==> src/rtl/func_sweep_pkg.sv <==
// Shared types and sizes for the func cell sweep controller.
// Build option: FUNC_SWEEP_STEP_MODE_EN enables single-step HOLD between vectors.
package func_sweep_pkg;

  localparam int NUM_VECTORS = 16;
  localparam int VEC_W       = 4;
  localparam int CNT_W       = 8;

  localparam logic [VEC_W-1:0] LAST_VEC = VEC_W'(NUM_VECTORS - 1);

  typedef enum logic [2:0] {
    ST_IDLE,
    ST_SETTLE,
    ST_SAMPLE,
    ST_DONE,
    ST_HOLD
  } state_e;

endpackage

==> src/rtl/func_sweep_ctrl_dual_rail_drv.sv <==
// Dual-rail input driver: one flop per rail pair, complement taken from that same flop
// so a rail can never equal its complement, including while reset is applied.
module dual_rail_drv
  import func_sweep_pkg::*;
(
  input  logic             clk,
  input  logic             rst,
  input  logic [VEC_W-1:0] vec_d_i,
  output logic [VEC_W-1:0] rail_t_o,
  output logic [VEC_W-1:0] rail_n_o
);

  logic [VEC_W-1:0] rail_q;

  always_ff @(posedge clk or posedge rst) begin
    if (rst) rail_q <= '0;
    else     rail_q <= vec_d_i;
  end

  assign rail_t_o = rail_q;
  assign rail_n_o = ~rail_q;

endmodule

==> src/rtl/func_sweep_ctrl.sv <==
// Sweeps all 16 input vectors of the func cell and checks its output against a truth table.
// Build option: FUNC_SWEEP_STEP_MODE_EN adds the step input and the HOLD state.
//
// state  | meaning
// IDLE   | waiting for start, results held, rails at vector 0
// SETTLE | current vector driven, counting down the settle window
// SAMPLE | compare func_out against the expected bit, then advance
// DONE   | one-cycle done pulse, pass valid
// HOLD   | (step mode only) vector held until step
module func_sweep_ctrl
  import func_sweep_pkg::*;
#(
  parameter int unsigned SETTLE_CYCLES = 4
) (
  input  logic        clk,
  input  logic        rst,
  input  logic        start,
`ifdef FUNC_SWEEP_STEP_MODE_EN
  input  logic        step,
`endif
  input  logic [15:0] expected_tt,
  input  logic        func_out,
  output logic        a,
  output logic        b,
  output logic        c,
  output logic        d,
  output logic        a_n,
  output logic        b_n,
  output logic        c_n,
  output logic        d_n,
  output logic        busy,
  output logic        done,
  output logic        pass,
  output logic [15:0] mismatch_mask,
  output logic [4:0]  fail_count,
  output logic [3:0]  first_fail_idx,
  output logic [3:0]  vec_idx
);

  localparam logic [CNT_W-1:0] SETTLE_LOAD = CNT_W'(SETTLE_CYCLES - 1);

  state_e                 state_q, state_d;
  logic [CNT_W-1:0]       cnt_q, cnt_d;
  logic [VEC_W-1:0]       vec_q, vec_d;
  logic [NUM_VECTORS-1:0] tt_q, tt_d;
  logic [NUM_VECTORS-1:0] mask_q, mask_d;
  logic [4:0]             fcnt_q, fcnt_d;
  logic [VEC_W-1:0]       ffi_q, ffi_d;
  logic                   pass_q, pass_d;
  logic                   mis;
  logic [VEC_W-1:0]       rail_t, rail_n;

  always_ff @(posedge clk or posedge rst) begin
    if (rst) begin
      state_q <= ST_IDLE;
      cnt_q   <= '0;
      vec_q   <= '0;
      tt_q    <= '0;
      mask_q  <= '0;
      fcnt_q  <= '0;
      ffi_q   <= '0;
      pass_q  <= 1'b0;
    end else begin
      state_q <= state_d;
      cnt_q   <= cnt_d;
      vec_q   <= vec_d;
      tt_q    <= tt_d;
      mask_q  <= mask_d;
      fcnt_q  <= fcnt_d;
      ffi_q   <= ffi_d;
      pass_q  <= pass_d;
    end
  end

  always_comb begin
    state_d = state_q;
    cnt_d   = cnt_q;
    vec_d   = vec_q;
    tt_d    = tt_q;
    mask_d  = mask_q;
    fcnt_d  = fcnt_q;
    ffi_d   = ffi_q;
    pass_d  = pass_q;
    mis     = 1'b0;
    case (state_q)
      ST_IDLE: begin
        if (start) begin
          tt_d    = expected_tt;
          mask_d  = '0;
          fcnt_d  = '0;
          ffi_d   = '0;
          pass_d  = 1'b0;
          vec_d   = '0;
          cnt_d   = SETTLE_LOAD;
          state_d = ST_SETTLE;
        end
      end
      ST_SETTLE: begin
        if (cnt_q == '0) state_d = ST_SAMPLE;
        else             cnt_d   = cnt_q - CNT_W'(1);
      end
      ST_SAMPLE: begin
        // X/Z on the cell output must count as a failure, hence the case inequality
        mis = (func_out !== tt_q[vec_q]);
        if (mis) begin
          mask_d[vec_q] = 1'b1;
          fcnt_d        = fcnt_q + 5'd1;
          if (fcnt_q == '0) ffi_d = vec_q;
        end
        if (vec_q == LAST_VEC) begin
          // pass is made valid in the same cycle as the done pulse
          pass_d  = (fcnt_d == '0);
          state_d = ST_DONE;
        end else begin
`ifdef FUNC_SWEEP_STEP_MODE_EN
          state_d = ST_HOLD;
`else
          vec_d   = vec_q + VEC_W'(1);
          cnt_d   = SETTLE_LOAD;
          state_d = ST_SETTLE;
`endif
        end
      end
      ST_DONE: begin
        vec_d   = '0;
        state_d = ST_IDLE;
      end
      ST_HOLD: begin
`ifdef FUNC_SWEEP_STEP_MODE_EN
        if (step) begin
          vec_d   = vec_q + VEC_W'(1);
          cnt_d   = SETTLE_LOAD;
          state_d = ST_SETTLE;
        end
`else
        state_d = ST_IDLE;
`endif
      end
      default: state_d = ST_IDLE;
    endcase
  end

  // Rails load from the next vector index so they track vec_idx with no extra lag
  dual_rail_drv u_drv (
    .clk      (clk),
    .rst      (rst),
    .vec_d_i  (vec_d),
    .rail_t_o (rail_t),
    .rail_n_o (rail_n)
  );

  assign {a, b, c, d}         = rail_t;
  assign {a_n, b_n, c_n, d_n} = rail_n;
  assign busy                 = (state_q != ST_IDLE);
  assign done                 = (state_q == ST_DONE);
  assign pass                 = pass_q;
  assign mismatch_mask        = mask_q;
  assign fail_count           = fcnt_q;
  assign first_fail_idx       = ffi_q;
  assign vec_idx              = vec_q;

endmodule

==> config.mk <==
export PLATFORM = sky130hd
export DESIGN_NAME = func_sweep_ctrl
export DESIGN_NICKNAME = d
export VERILOG_FILES = /design/src/rtl/func_sweep_pkg.sv /design/src/rtl/func_sweep_ctrl_dual_rail_drv.sv /design/src/rtl/func_sweep_ctrl.sv
export SDC_FILE = /design/constraint.sdc
export NUM_CORES = 1
export LEC_CHECK = 0
export CORE_AREA = 2 2 77 79
export CTS_CLUSTER_DIAMETER = 150
export CTS_CLUSTER_SIZE = 28
export DETAILED_ROUTE_END_ITERATION = 7
export DIE_AREA = 0 0 79 81
export PLACE_DENSITY = 0.82
export SLEW_MARGIN = 20
export SYNTH_ARGS = -nofsm -noshare
export SYNTH_HDL_FRONTEND = slang
export SYNTH_SLANG_ARGS = --single-unit
==> constraint.sdc <==
create_clock -name clk -period 3.5 [get_ports clk]
set_input_delay 0.35 -clock clk [delete_from_list [all_inputs] [get_ports clk]]
set_output_delay 0.35 -clock clk [all_outputs]
set_load 0.05 [all_outputs]
== Word-level counts from Yosys, hierarchy flattened ==
Index checks and enable logic that the tools add are counted.

* Flip-flop bits (word level): 57
* Bits in latches: 0
* Bits in writable memories: 0
* ROM bits: 0
* Bits of input ports: 20
* Output and inout bits: 40
* Memories: 0

* Add/subtract/negate cells: 3
* $mul: 0
* Div/mod/pow operators: 0
* Order comparisons: 2
* Equality and inequality tests: 12
* Shifts and indexed selects: 0
* Muxes and demuxes: 28
* Bitwise operators: 2
* Reduce and logical (&&, ||, !) cells: 17

{| class="wikitable"
|+ Operators with widths
! cell !! count
|-
| 2-to-1 mux 16 bit || 2
|-
| case mux 16 bit (2 select lines) || 1
|-
| 2-to-1 mux 8 bit || 3
|-
| case mux 8 bit (3 select lines) || 1
|-
| 2-to-1 mux 4 bit || 4
|-
| OR 16 bit || 1
|-
| 2-to-1 mux 5 bit || 3
|-
| != test 2 bit, second input constant || 7
|-
| case mux 4 bit (3 select lines) || 1
|-
| zero test 5 bit || 2
|-
| case mux 5 bit (2 select lines) || 1
|-
| case mux 3 bit (3 select lines) || 1
|-
| AND reduction 3 bit || 3
|-
| nonzero test 3 bit || 3
|-
| zero test 8 bit || 1
|-
| case mux 4 bit (2 select lines) || 1
|-
| AND reduction 4 bit || 2
|-
| subtractor 8 x 1 -> 8 bit, second input constant || 1
|-
| == test 3 x 2 -> 1 bit, second input constant || 2
|-
| 2-to-1 mux 3 bit || 2
|-
| AND reduction 2 bit || 3
|-
| adder 5 x 1 -> 5 bit, second input constant || 1
|-
| < comparator 4 x 5 -> 1 bit, second input constant || 1
|-
| adder 4 x 1 -> 4 bit, second input constant || 1
|-
| 13 further kinds || 16
|}

== Depth between registers and ports, before layout ==
Gate-level depths: netlist of run 1.

* Depth after elaboration: 8
* Gate-level depth with buffers: 10

== By module ==
Synthesis of run 1 repeated with hierarchy kept, for this count alone.

* Cells, all modules: 318
* Area, all modules: 2996.6 um2

{| class="wikitable"
|+ Modules (own cells, without submodules)
! module !! instances !! cells each !! area each (um2) !! seq. area each (um2)
|-
| func_sweep_ctrl || 1 || 309 || 2877.8 || 1401.3
|-
| dual_rail_drv || 1 || 9 || 118.9 || 100.1
|}

== Worst setup path before layout of run 1 ==
OpenSTA, ideal clock, no wires.

* Path kind: reg2reg
* Start: register, netlist name u_drv.rail_t_o[0]
* End: register pass_q (netlist: pass)
* Arrival: 2.642 ns
* Data required time: 3.369 ns
* Slack: 0.727 ns
* Stages on the path, launching flop included: 8
* Buffers on the path: 0
* Clock period less this slack: 2.773 ns
* Cells stage by stage: dfrtp_1 inv_1 mux4_2 xor2_2 and3_1 a311oi_1 o41a_1 o32ai_2

{| class="wikitable"
|+ RTL lines
! what !! RTL line !! source
|-
| end signal, assigned || func_sweep_ctrl.sv:71 || <nowiki>pass_q <= pass_d;</nowiki>
|-
| end, declared || func_sweep_ctrl.sv:49 || <nowiki>logic pass_q, pass_d;</nowiki>
|}

==> metrics, run 1 <==
antenna viol nets, final=0; total I/O pin count=60; largest stage delay on the critical path=720 ps; combined area of all synthesized cells=2940 µm²; die outline area=6400 µm²; Critical Path AT=2820 ps; setup repair after global routing missed its margin=false; type of the worst setup path=register to register; final hold violation count=0; sort of element at the start of the critical path=register; leading area contributor after synthesis=dfrtp_1; net count of the mapped netlist=312; CP endpoint kind=register; core region area=5680 µm²; number of sinks handled by clock tree synthesis=56; total routed wirelength=6580 µm; actual transition at the worst max-transition pin=748 ps; number of synthesized flops with an enable pin=0; final RePlAce weighted congestion=0.893; number of I/O port buffers=59; first-pass GRT wire length=11,300 µm; routed length per instance=16.0 µm; Worst R2R Path Depth=7; max-cap violation count=0; run status=finished, final reports clean; cts-stage hold buffer count=0; global-route usage over all layers=22.4%; Worst Path Required=3720 ps; maximum number of pins on one net before global-route repair=38; critical path peak fanout=15; top cells by area, synth=dfrtp_1, mux2_2, ha_1; critical path's most frequent cell=mux2i_1; Non-Filler Cell Area, Final=3640 µm²; end point of the critical path=pass$_DFFE_PP0P_; placement-stage cell area=3560 µm²; fraction of layout instances using a drive strength above 1=10.1%; initial cell density of the core=51.7%; worst voltage drop across the vdd grid=599 µV; Clock Root Buffer=clkbuf_8; static leakage power=1.58 nW; Final Cycle Share=74.2%; sequential fraction of the synthesis area=47.7%; Pre-Repair DR Iteration Count=4; Fmax=385 MHz; Seq cells post-synth=56; cell depth of the worst setup path=7; height of the chip=81 µm; clock tree from TritonCTS=done; cell family with most CP delay=multiplexers; Crit-path slowest cell=dfrtp_1; reg-to-reg critical path endpoint=pass$_DFFE_PP0P_; post-CTS setup buffers=0; die outline width=79 µm; initial DRC count=132; Final Max Slew Viols=0; reg-to-reg slack, setup=900 ps; launch instance of the worst register-to-register path=u_drv.rail_t_o[1]$_DFFE_PP0P_; remaining max-slew budget at the tightest pin=50.1%; total number of yosys warnings=0; Async S/R FF share, synth=100%; Buffers & Inverters on Critical Path=0; top-count cell post-synth=dfrtp_1; insertion delay to the later sink of the worst-skew pair=300 ps; overflow left after global routing=0; area overhead of the layout relative to synthesis=24.0%; critical-path cell list=mux2i_1 -> mux4_2 -> mux2i_1 -> nand3_2 -> and4_4 -> xor2_1 -> o32ai_2; final count of negative-setup-slack endpoints=0; HPWL after DPL=4890 µm; htree depth=2; net count reported at finish=368; DRC violations left=0; Vias/cell=5.78; via count of the first global-routing pass=2,365; dominant register cell in the synthesized netlist=dfrtp_1; summed negative setup slack over all endpoints=0 ps; synth unique cells=47; clock input transition at the sequential cells of the worst setup and hold paths=90 ps; average cell area after synthesis=10.5 µm²; Row Count=28; total inserted antenna cells=0; Max clock buf depth=2; CP startpoint=u_drv.rail_t_o[1]$_DFFE_PP0P_; number of antenna violations at the first check in global routing=0; Layout Skew=3.17 ps; area share of the largest cell type after synthesis=47.7%; Num CTS Buffers=5; routed vias=2,371; post-route minimum period=2600 ps; Synth top cells by count=dfrtp_1, nor2_1, a21oi_1; path type of the worst min-delay path=input port to asynchronous set/reset pin; areal power density over the cells=724 nW/µm²; instance count of the mapped netlist=279; Gates resized, CTS repair=0
[final cells by class]
type / instances / area [µm²]
fill: 470 / 2030
sequential: 56 / 1400
multi-input combinational: 195 / 1400
timing repair buffer: 62 / 613
tap: 75 / 93.8
clock buffer: 6 / 72.6
inverter: 15 / 56.3
clock inverter: 1 / 5.00
[kinds of logic (layout without fill, tap and decap cells)]
kind of cell / count (synthesis) / count (layout) / synth area share [%]
XOR/XNOR: 9 / 9 / 2.94
AND/OR/NAND/NOR: 85 / 85 / 13.9
buffers and inverters: 28 / 84 / 4.64
multiplexers: 26 / 26 / 9.97
adder cells (fa/ha/maj): 13 / 13 / 5.54
AO/OA/AOI/OAI: 62 / 62 / 15.3
flip-flops: 56 / 56 / 47.7
[cells in the final DEF, fill, tap and decap left out, types with 6 or more instances in the layout]
cell             Yosys  routed
nand2_1             15      15
ha_1                13      13
clkdlybuf4s50_1      0      59
o21ai_0              8       8
a22o_1               8       8
a41oi_1              9       9
nor2_1              37      37
mux2i_1              9       9
a21oi_1             18      18
inv_1               15      14
dfrtp_1             56      56
nor3_1               6       6
mux2_2              16      16
[layer usage]
metal	wire (µm)	global-route usage, %
met1	2810	28.4
met2	3350	38.8
met4	111	7.59
met5	0	0
met3	306	4.00
[per-stage QoR]
stage	hold slack (ps)	worst slack (ps)	util (%)	instances	power, mW
floorplan	463	727	-	279	1.96
global placement	485	956	62.8	403	2.27
detailed placement	487	922	62.8	403	2.31
CTS	509	905	64.2	410	2.64
global route	528	649	64.2	410	2.84
finish	488	902	64.2	410	2.64
[worst min-delay path by stage]
| stage | end | cells past startpoint |
|---|---|---|
| after floorplan | cnt_q[0]$_DFFE_PP0P_ | 1 |
| after global placement | mismatch_mask[1]$_DFFE_PP0P_ | 2 |
| after detailed placement | mismatch_mask[1]$_DFFE_PP0P_ | 2 |
| after CTS | mismatch_mask[0]$_DFFE_PP0P_ | 2 |
| after global routing | first_fail_idx[3]$_DFFE_PP0P_ | 1 |
| final | mismatch_mask[3]$_DFFE_PP0P_ | 2 |
[registers in the layout, summed over array words and instances (netlist names)]
name and count:
fail_count 5, tt_q 16, pass 1, state_q 2, first_fail_idx 4, cnt_q 8
mismatch_mask 16, u_drv.rail_t_o 4
[power by group]
group          internal (mW)  switching (mW)  total (mW)
Sequential             0.809           0.151       0.960
Clock                  0.137           0.197       0.334
Combinational          0.520           0.822        1.34
Total                   1.47            1.17        2.64
[worst register-to-register path, cell delays in order, from the launching register on]
cell	delay, ps
dfrtp_1	720
mux2i_1	150
mux4_2	540
mux2i_1	200
nand3_2	250
and4_4	310
xor2_1	150
o32ai_2	190
Note: power is estimated with default switching activity, not from simulation.
==> run 2: changes to the inputs <==
Settings changed: CORE_AREA 2 2 77 79 to 2 2 83 85, DIE_AREA 0 0 79 81 to 0 0 85 87, PLACE_DENSITY 0.82 to 0.75.
Clock period 3.5 ns to 2.3 ns, I/O delays scaled along.
==> run 2 against run 1 <==
Effect of this change: utilization fell by 5.2 points; die area grew 16%; worst hold slack worse by 310 ps; non-clock buffer count grew 20; sequential power grew 48%; global-route usage down 3.3 points; register-to-register slack got worse by 800 ps; setup slack got worse by 800 ps; via count is 0.72% higher; cell area rose by 6.3%; clock power up 91%; sequential share of layout area decreased by 2.2 points.
==> metrics, run 2 (synthesis gave the netlist of run 1 again) <==
commonest non-fill, non-tap cell in the layout=clkdlybuf4s50_1 (unchanged); max-cap violation count=0 (unchanged); Max clock buf depth=2 (unchanged); total I/O pin count=60 (unchanged); type of the worst setup path=register to register (unchanged); Num CTS Buffers=5 (unchanged); Inst Count DP=424 (was 403); placement-stage cell area=3710 µm² (was 3560 µm²); Vias/cell=5.48 (was 5.78); via count of the first global-routing pass=2,385 (was 2,365); Layout Skew=11.4 ps (was 3.17 ps); setup slack after placement=75.7 ps (was 922 ps); htree depth=2 (unchanged); Buffers & Inverters on Critical Path=0 (unchanged); worst voltage drop across the vdd grid=731 µV (was 599 µV); final count of negative-setup-slack endpoints=0 (unchanged); min setup slack post-route=98.6 ps (was 902 ps); maximum number of pins on one net before global-route repair=27 (was 38); sort of element at the start of the critical path=register (unchanged); antenna viol nets, final=0 (unchanged); Crit-path slowest cell=mux4_2 (was dfrtp_1); Clock power frac=14.6% (was 12.7%); fraction of layout instances using a drive strength above 1=17.7% (was 10.1%); cts-stage hold buffer count=0 (unchanged); worst-case hold slack=174 ps (was 488 ps); total inserted antenna cells=0 (unchanged); Row Count=30 (was 28); height of the chip=87 µm (was 81 µm); insertion delay to the later sink of the worst-skew pair=310 ps (was 300 ps); Internal Power=2.51 mW (was 1.47 mW); Pre-Repair DR Iteration Count=4 (unchanged); number of antenna violations at the first check in global routing=0 (unchanged); first-pass GRT wire length=11,200 µm (was 11,300 µm); DRC violations left=0 (unchanged); final RePlAce weighted congestion=0.859 (was 0.893); Fmax=454 MHz (was 385 MHz); die outline area=7400 µm² (was 6400 µm²); final hold violation count=0 (unchanged); setup repair after global routing missed its margin=true (was false); areal power density over the cells=1130 nW/µm² (was 724 nW/µm²); Worst Path Required=2490 ps (was 3720 ps); overflow left after global routing=0 (unchanged); post-route minimum period=2200 ps (was 2600 ps); HPWL after DPL=5010 µm (was 4890 µm); Critical Path AT=2390 ps (was 2820 ps); cell family with most CP delay=multiplexers (unchanged); routed length per instance=15.6 µm (was 16.0 µm); number of I/O port buffers=59 (unchanged); Switching Share=42.6% (was 44.4%); static leakage power=1.70 nW (was 1.58 nW); total routed wirelength=6800 µm (was 6580 µm); global-route usage over all layers=19.1% (was 22.4%); Final Cycle Share=95.7% (was 74.2%); final core utilization=58.9% (was 64.2%); critical-path cell list=mux2i_1 -> mux4_2 -> xor2_2 -> nor4_1 -> a311oi_1 -> o41a_1 -> o32ai_2 (was mux2i_1 -> mux4_2 -> mux2i_1 -> nand3_2 -> and4_4 -> xor2_1 -> o32ai_2); initial cell density of the core=44.7% (was 51.7%); area overhead of the layout relative to synthesis=31.8% (was 24.0%); clock tree from TritonCTS=done (unchanged); number of sinks handled by clock tree synthesis=56 (unchanged); largest stage delay on the critical path=530 ps (was 720 ps); non-filler cells in the finished layout=436 (was 410); CP endpoint kind=register (unchanged); critical path peak fanout=7 (was 15); path type of the worst min-delay path=input port to asynchronous set/reset pin (unchanged); run status=finished, final reports clean (unchanged); Final Max Slew Viols=0 (unchanged); clock input transition at the sequential cells of the worst setup and hold paths=100 ps (was 90 ps); Clock Root Buffer=clkbuf_8 (unchanged); fraction of power consumed by sequential logic=32.5% (was 36.4%); net count reported at finish=388 (was 368); routed vias=2,388 (was 2,371); Gate power share=53.0% (was 50.9%); initial DRC count=105 (was 132); actual transition at the worst max-transition pin=529 ps (was 748 ps); total net switching power=1.86 mW (was 1.17 mW); core region area=6570 µm² (was 5680 µm²); commonest cells after routing, fill and taps aside=clkdlybuf4s50_1, dfrtp_1, nor2_1, buf_4, a21oi_1 (was clkdlybuf4s50_1, dfrtp_1, nor2_1, a21oi_1, mux2_2); remaining max-slew budget at the tightest pin=64.6% (was 50.1%); die outline width=85 µm (was 79 µm); Non-Filler Cell Area, Final=3870 µm² (was 3640 µm²)
==> run 2: path summary, 6_finish.rpt <==
check / slack (ps) / startpoint / depth (start not counted) / endpoint
worst max register to register: 100 / u_drv.rail_t_o[1]$_DFFE_PP0P_ / 7 / pass$_DFFE_PP0P_
min in group clk: 510 / mismatch_mask[1]$_DFFE_PP0P_ / 2 / mismatch_mask[1]$_DFFE_PP0P_
worst min-delay path: 170 / rst / 2 / u_drv.rail_t_o[0]$_DFFE_PP0P_
worst min register to register: 510 / mismatch_mask[1]$_DFFE_PP0P_ / 2 / mismatch_mask[1]$_DFFE_PP0P_
worst max-delay path: 100 / u_drv.rail_t_o[1]$_DFFE_PP0P_ / 7 / pass$_DFFE_PP0P_
max in group asynchronous: 1560 / rst / 3 / fail_count[1]$_DFFE_PP0P_
==> run 2: final cells by class <==
cell class	instances	area (µm²)
clock buffer	5	68.8
inverter	15	60.1
tap	80	100
fill	542	2700
sequential	56	1400
multi-input combinational	195	1420
clock inverter	3	42.5
timing repair buffer	82	778
==> run 2: worst register-to-register path, cell delays in order (launching register included) <==
cell and delay [ps]:
dfrtp_2 480, mux2i_1 140, mux4_2 530, xor2_2 300, nor4_1 80, a311oi_1 250, o41a_1 210, o32ai_2 90
==> run 2: routing by layer <==
metal	vias up	global-route usage (%)	share of wire [%]	wire (µm)
met5	-	0	0	0
met4	0	7.65	1.8	123
met3	13	3.70	5.0	337
met2	68	29.5	47	3220
met1	1160	26.5	46	3120
li1	1147	-	-	-
==> run 2: what timing repair did <==
action,in CTS,in global routing
setup buffers,0,4
gates resized for setup,0,4
endpoints found under the setup margin,0,22
==> run 2: power by group through the flow <==
stage | sequential (mW) | combinational (mW) | clock (mW)
final | 1.42 | 2.31 | 0.637
after detailed placement | 1.45 | 2.23 | 0
after floorplan | 1.60 | 1.40 | 0
after global placement | 1.43 | 2.17 | 0
after global routing | 1.45 | 2.50 | 0.695
after CTS | 1.42 | 2.23 | 0.653
==> run 2: stage by stage <==
| stage | total power [mW] | setup TNS [ps] |
|---|---|---|
| after floorplan | 3.00 | -3470 |
| after global placement | 3.61 | 0 |
| after detailed placement | 3.67 | 0 |
| after CTS | 4.31 | 0 |
| after global routing | 4.65 | -102 |
| final | 4.37 | 0 |
==> RTL edit 1: new RTL, config.mk and constraints of run 2 <==
Build with the macro `FUNC_SWEEP_STEP_MODE_EN` defined.
--- a/src/rtl/func_sweep_ctrl.sv
+++ b/src/rtl/func_sweep_ctrl.sv
@@ -7,6 +7,8 @@
 // SAMPLE | compare func_out against the expected bit, then advance
 // DONE   | one-cycle done pulse, pass valid
 // HOLD   | (step mode only) vector held until step
+`define FUNC_SWEEP_STEP_MODE_EN
+
 module func_sweep_ctrl
   import func_sweep_pkg::*;
 #(
Interface: changed (added step); port bits go from 60 to 61. No check against the original RTL was run, so the function may have changed too.
==> RTL edit 1 against run 2 <==
Largest power group unchanged; highest routed layer unchanged; synthesized area is 0.17% lower; wire length is 3.2% higher; setup slack better by 0.020 ns; combinational power is 30% lower; total power is 7.5% lower; cell area stayed put; die area stayed put; sequential cell count is 1 higher.
==> RTL edit 1: results (changes against run 2) <==
metric,value,unit,change
Total GRT Usage,20.3,%,+1.2 points
crit path max fanout,10,,+3
clk slew on worst S/H paths,0.07,ns,-0.03 ns
buffering overhead,18.9,%,-1.2 points
Routed met1 length,3.14,mm,+0.58%
met3 Resource Use GR,4.45,%,+0.76 points
clk_skew,0.00603,ns,-0.00534 ns
via count,2483,,+4.0%
DR iter-0 viols,142,,+35%
NetSw,1.60,mW,-14%
Placer Congestion,0.821,,-4.4%
syn_nets,350,,+12%
synth top area cells,"dfrtp_1 49%, nand2_1 9.3%, mux2i_1 4.4%",,
number of global-route vias before repair,2438,,+2.2%
max incr delay on CP,0.57,ns,+0.04 ns
Seq group,1.47,mW,+4%
worst-skew pair later-pin latency,0.34,ns,+0.03 ns
Clock buf/inv share,5.30,%,+2.4 points
"Seq/Total Area, Yosys",48.7,%,+0.94 points
slew at the pin closest to its max-slew limit,0.507,ns,-0.0222 ns
Nets,415,,+7.0%
Clock power frac,23.9,%,+9.3 points
Top delay family on crit path,simple AND/OR/NAND/NOR gates,,
Adder-Cell Fraction of Synth Area,3.41,%,-2.1 points
slowest CP cell,or3b_2,,
Max VDD drop,0.000733,V,+0.34%
outcome,finished clean,,
Sequential Power Share,36.3,%,+3.8 points
met2 wire length,3.40,mm,+5.5%
Post-synth top cells,"73 x nand2_1, 57 x dfrtp_1, 33 x nor2_1, 18 x o21ai_0, 17 x a31oi_1",,
Pleak,1.79,nW,+5.1%
[RTL edit 1: final timing paths]
check / endpoint / slack, ns / from / depth (start not counted)
worst min register to register: tt_q[12] / 0.47 / tt_q[12] / 2
worst max register to register: first_fail_idx[2] / 0.12 / state_q[0] / 5
worst max-delay path: first_fail_idx[2] / 0.12 / state_q[0] / 5
max in group asynchronous: u_drv.rail_t_o[1] / 1.76 / rst / 3
worst min-delay path: cnt_q[4] / 0.24 / rst / 3
min in group clk: tt_q[14] / 0.41 / expected_tt[14] / 3
[RTL edit 1: per-stage QoR]
| stage | setup slack (ns) | utilization, % | instances | area, um^2 |
|---|---|---|---|---|
| finish | 0.119 | 58.9 | 471 | 3870 |
| global route | 0.0135 | 58.9 | 471 | 3870 |
| CTS | 0.0415 | 58.7 | 470 | 3860 |
| detailed placement | 0.0870 | 55.6 | 454 | 3650 |
| global placement | 0.177 | 55.6 | 454 | 3650 |
| floorplan | 0.00873 | - | 321 | 2950 |
==> RTL edit 2: new RTL, settings of run 2 <==
Without the edit above. The 5 states of `state_e` get a one-hot encoding in 5 bits.
--- a/src/rtl/func_sweep_pkg.sv
+++ b/src/rtl/func_sweep_pkg.sv
@@ -8,12 +8,12 @@
 
   localparam logic [VEC_W-1:0] LAST_VEC = VEC_W'(NUM_VECTORS - 1);
 
-  typedef enum logic [2:0] {
-    ST_IDLE,
-    ST_SETTLE,
-    ST_SAMPLE,
-    ST_DONE,
-    ST_HOLD
+  typedef enum logic [4:0] {
+    ST_IDLE   = 5'b00001,
+    ST_SETTLE = 5'b00010,
+    ST_SAMPLE = 5'b00100,
+    ST_DONE   = 5'b01000,
+    ST_HOLD   = 5'b10000
   } state_e;
 
 endpackage
Formal check against the unedited RTL: no difference found for any inputs over 10 cycles, from zero or initial values and one cycle with rst high; not proved beyond that.
==> RTL edit 2 against run 2 <==
Synthesized area up 2.2%; global-route usage up 0.76 points; setup slack better by 0.0088 ns; wire length up 1.9%; cell area up 6.0%; non-clock buffer count up 2; core utilization up 3.6 points; sequential cell count up 2; count of clock-buffer cells in the layout up 8; sequential share of layout area down 0.79 points; die area unchanged; total power down 12%; largest cell class unchanged; largest power group is now registers.
==> RTL edit 2: results (changes against run 2) <==
metric,value,unit,change
Compound-Gate Fraction of Synth Area,14.1,%,-1.2 points
WL met3,311,um,-7.7%
via-per-instance ratio,5.43,,-0.94%
Sw Share,32.3,%,-10 points
hpwl dp,5.08,mm,+1.3%
Nets,380,,-2.1%
routed len/inst,15.9,um,+1.7%
number of global-route vias before repair,2315,,-2.9%
CTS resizes,1,,+1
Synth Instances,272,,-2.5%
Total GRT Usage,19.8,%,+0.76 points
outcome,finished clean,,
# port buffers,59,,unchanged
WHS,0.267,ns,+0.0928 ns
CP arrival,2.41,ns,+0.02 ns
Comb power frac,33.7,%,-19 points
Max VDD drop,0.000684,V,-6.4%
Placer Congestion,0.878,,+2.2%
max frequency,456,MHz,+0.40%
clk slew on worst S/H paths,0.07,ns,-0.03 ns
Post-synth top cells,"57 x dfrtp_1, 17 x mux2_2, 16 x nand2_1, 16 x nor2_1, 15 x a22o_1",,
max incr delay on CP,0.55,ns,+0.02 ns
Pleak,1.77,nW,+4.0%
crit path max fanout,10,,+3
Routed WL,6.93,mm,+1.9%
Routed met1 length,3.19,mm,+2.2%
# Post-CTS Setup Buffers,0,,unchanged
global-route wire length before repair,11.5,mm,+2.4%
syn_nets,300,,-3.8%
fraction of layout cells with a size suffix above 1,21.8,%,+4.2 points
slew at the pin closest to its max-slew limit,0.527,ns,-0.00278 ns
Netlist cell types,51,,+8.5%
DR iter-0 viols,158,,+50%
Clk. pwr,1.14,mW,+79%
ys flop type,dfrtp_1,,
number of CTS-inserted buffers,9,,+4
Max H-tree Level,3,,+1
slowest CP cell,mux4_2,,
synth top area cells,"dfrtp_1 48%, mux2_2 6.4%, a22o_1 4.4%",,
XOR/XNOR Fraction of Synth Area,3.79,%,+0.85 points
Setup WS pre-CTS,-0.0101,ns,-0.0858 ns
dpl cells,421,,-0.71%
placement-stage cell area,0.00384,mm^2,+3.4%
Root Buffer,clkbuf_8,,
Adder-Cell Fraction of Synth Area,3.33,%,-2.2 points
Clock power frac,29.7,%,+15 points
"Seq/Total Area, Yosys",48.4,%,+0.67 points
worst-skew pair later-pin latency,0.33,ns,+0.02 ns
fill count,497,,-8.3%
[RTL edit 2: cell types whose count changed after synthesis, sizes merged, moves of 5 or more]
cell	before	now
nor2	37	17
a21oi	19	4
a41oi	9	0
a22o	8	15
a32o	1	7
a31oi	0	5
ha	13	8
[RTL edit 2: cell type report]
type	count	area, um^2	share of cell area, %
Clock inverter	3	68.8	1.68
Tap cell	80	100	2.44
Sequential cell	58	1460	35.5
Inverter	14	57.6	1.40
Timing Repair Buffer	84	783	19.1
Multi-Input combinational cell	185	1460	35.5
Clock buffer	13	179	4.36
[RTL edit 2: cells by family (layout without fill, tap and decap cells)]
family	after synthesis	in the layout
adder cells (fa/ha/maj)	8	8
AO/OA/AOI/OAI	56	56
XOR/XNOR	13	13
buffers and inverters	29	114
multiplexers	32	32
AND/OR/NAND/NOR	76	76
flip-flops	58	58
[RTL edit 2: routing by layer]
metal  up-vias  GRT usage (%)
li1       1164              -
met1      1139           27.8
met2        62           31.0
met3         6           4.83
met4         0           5.34
met5         -              0
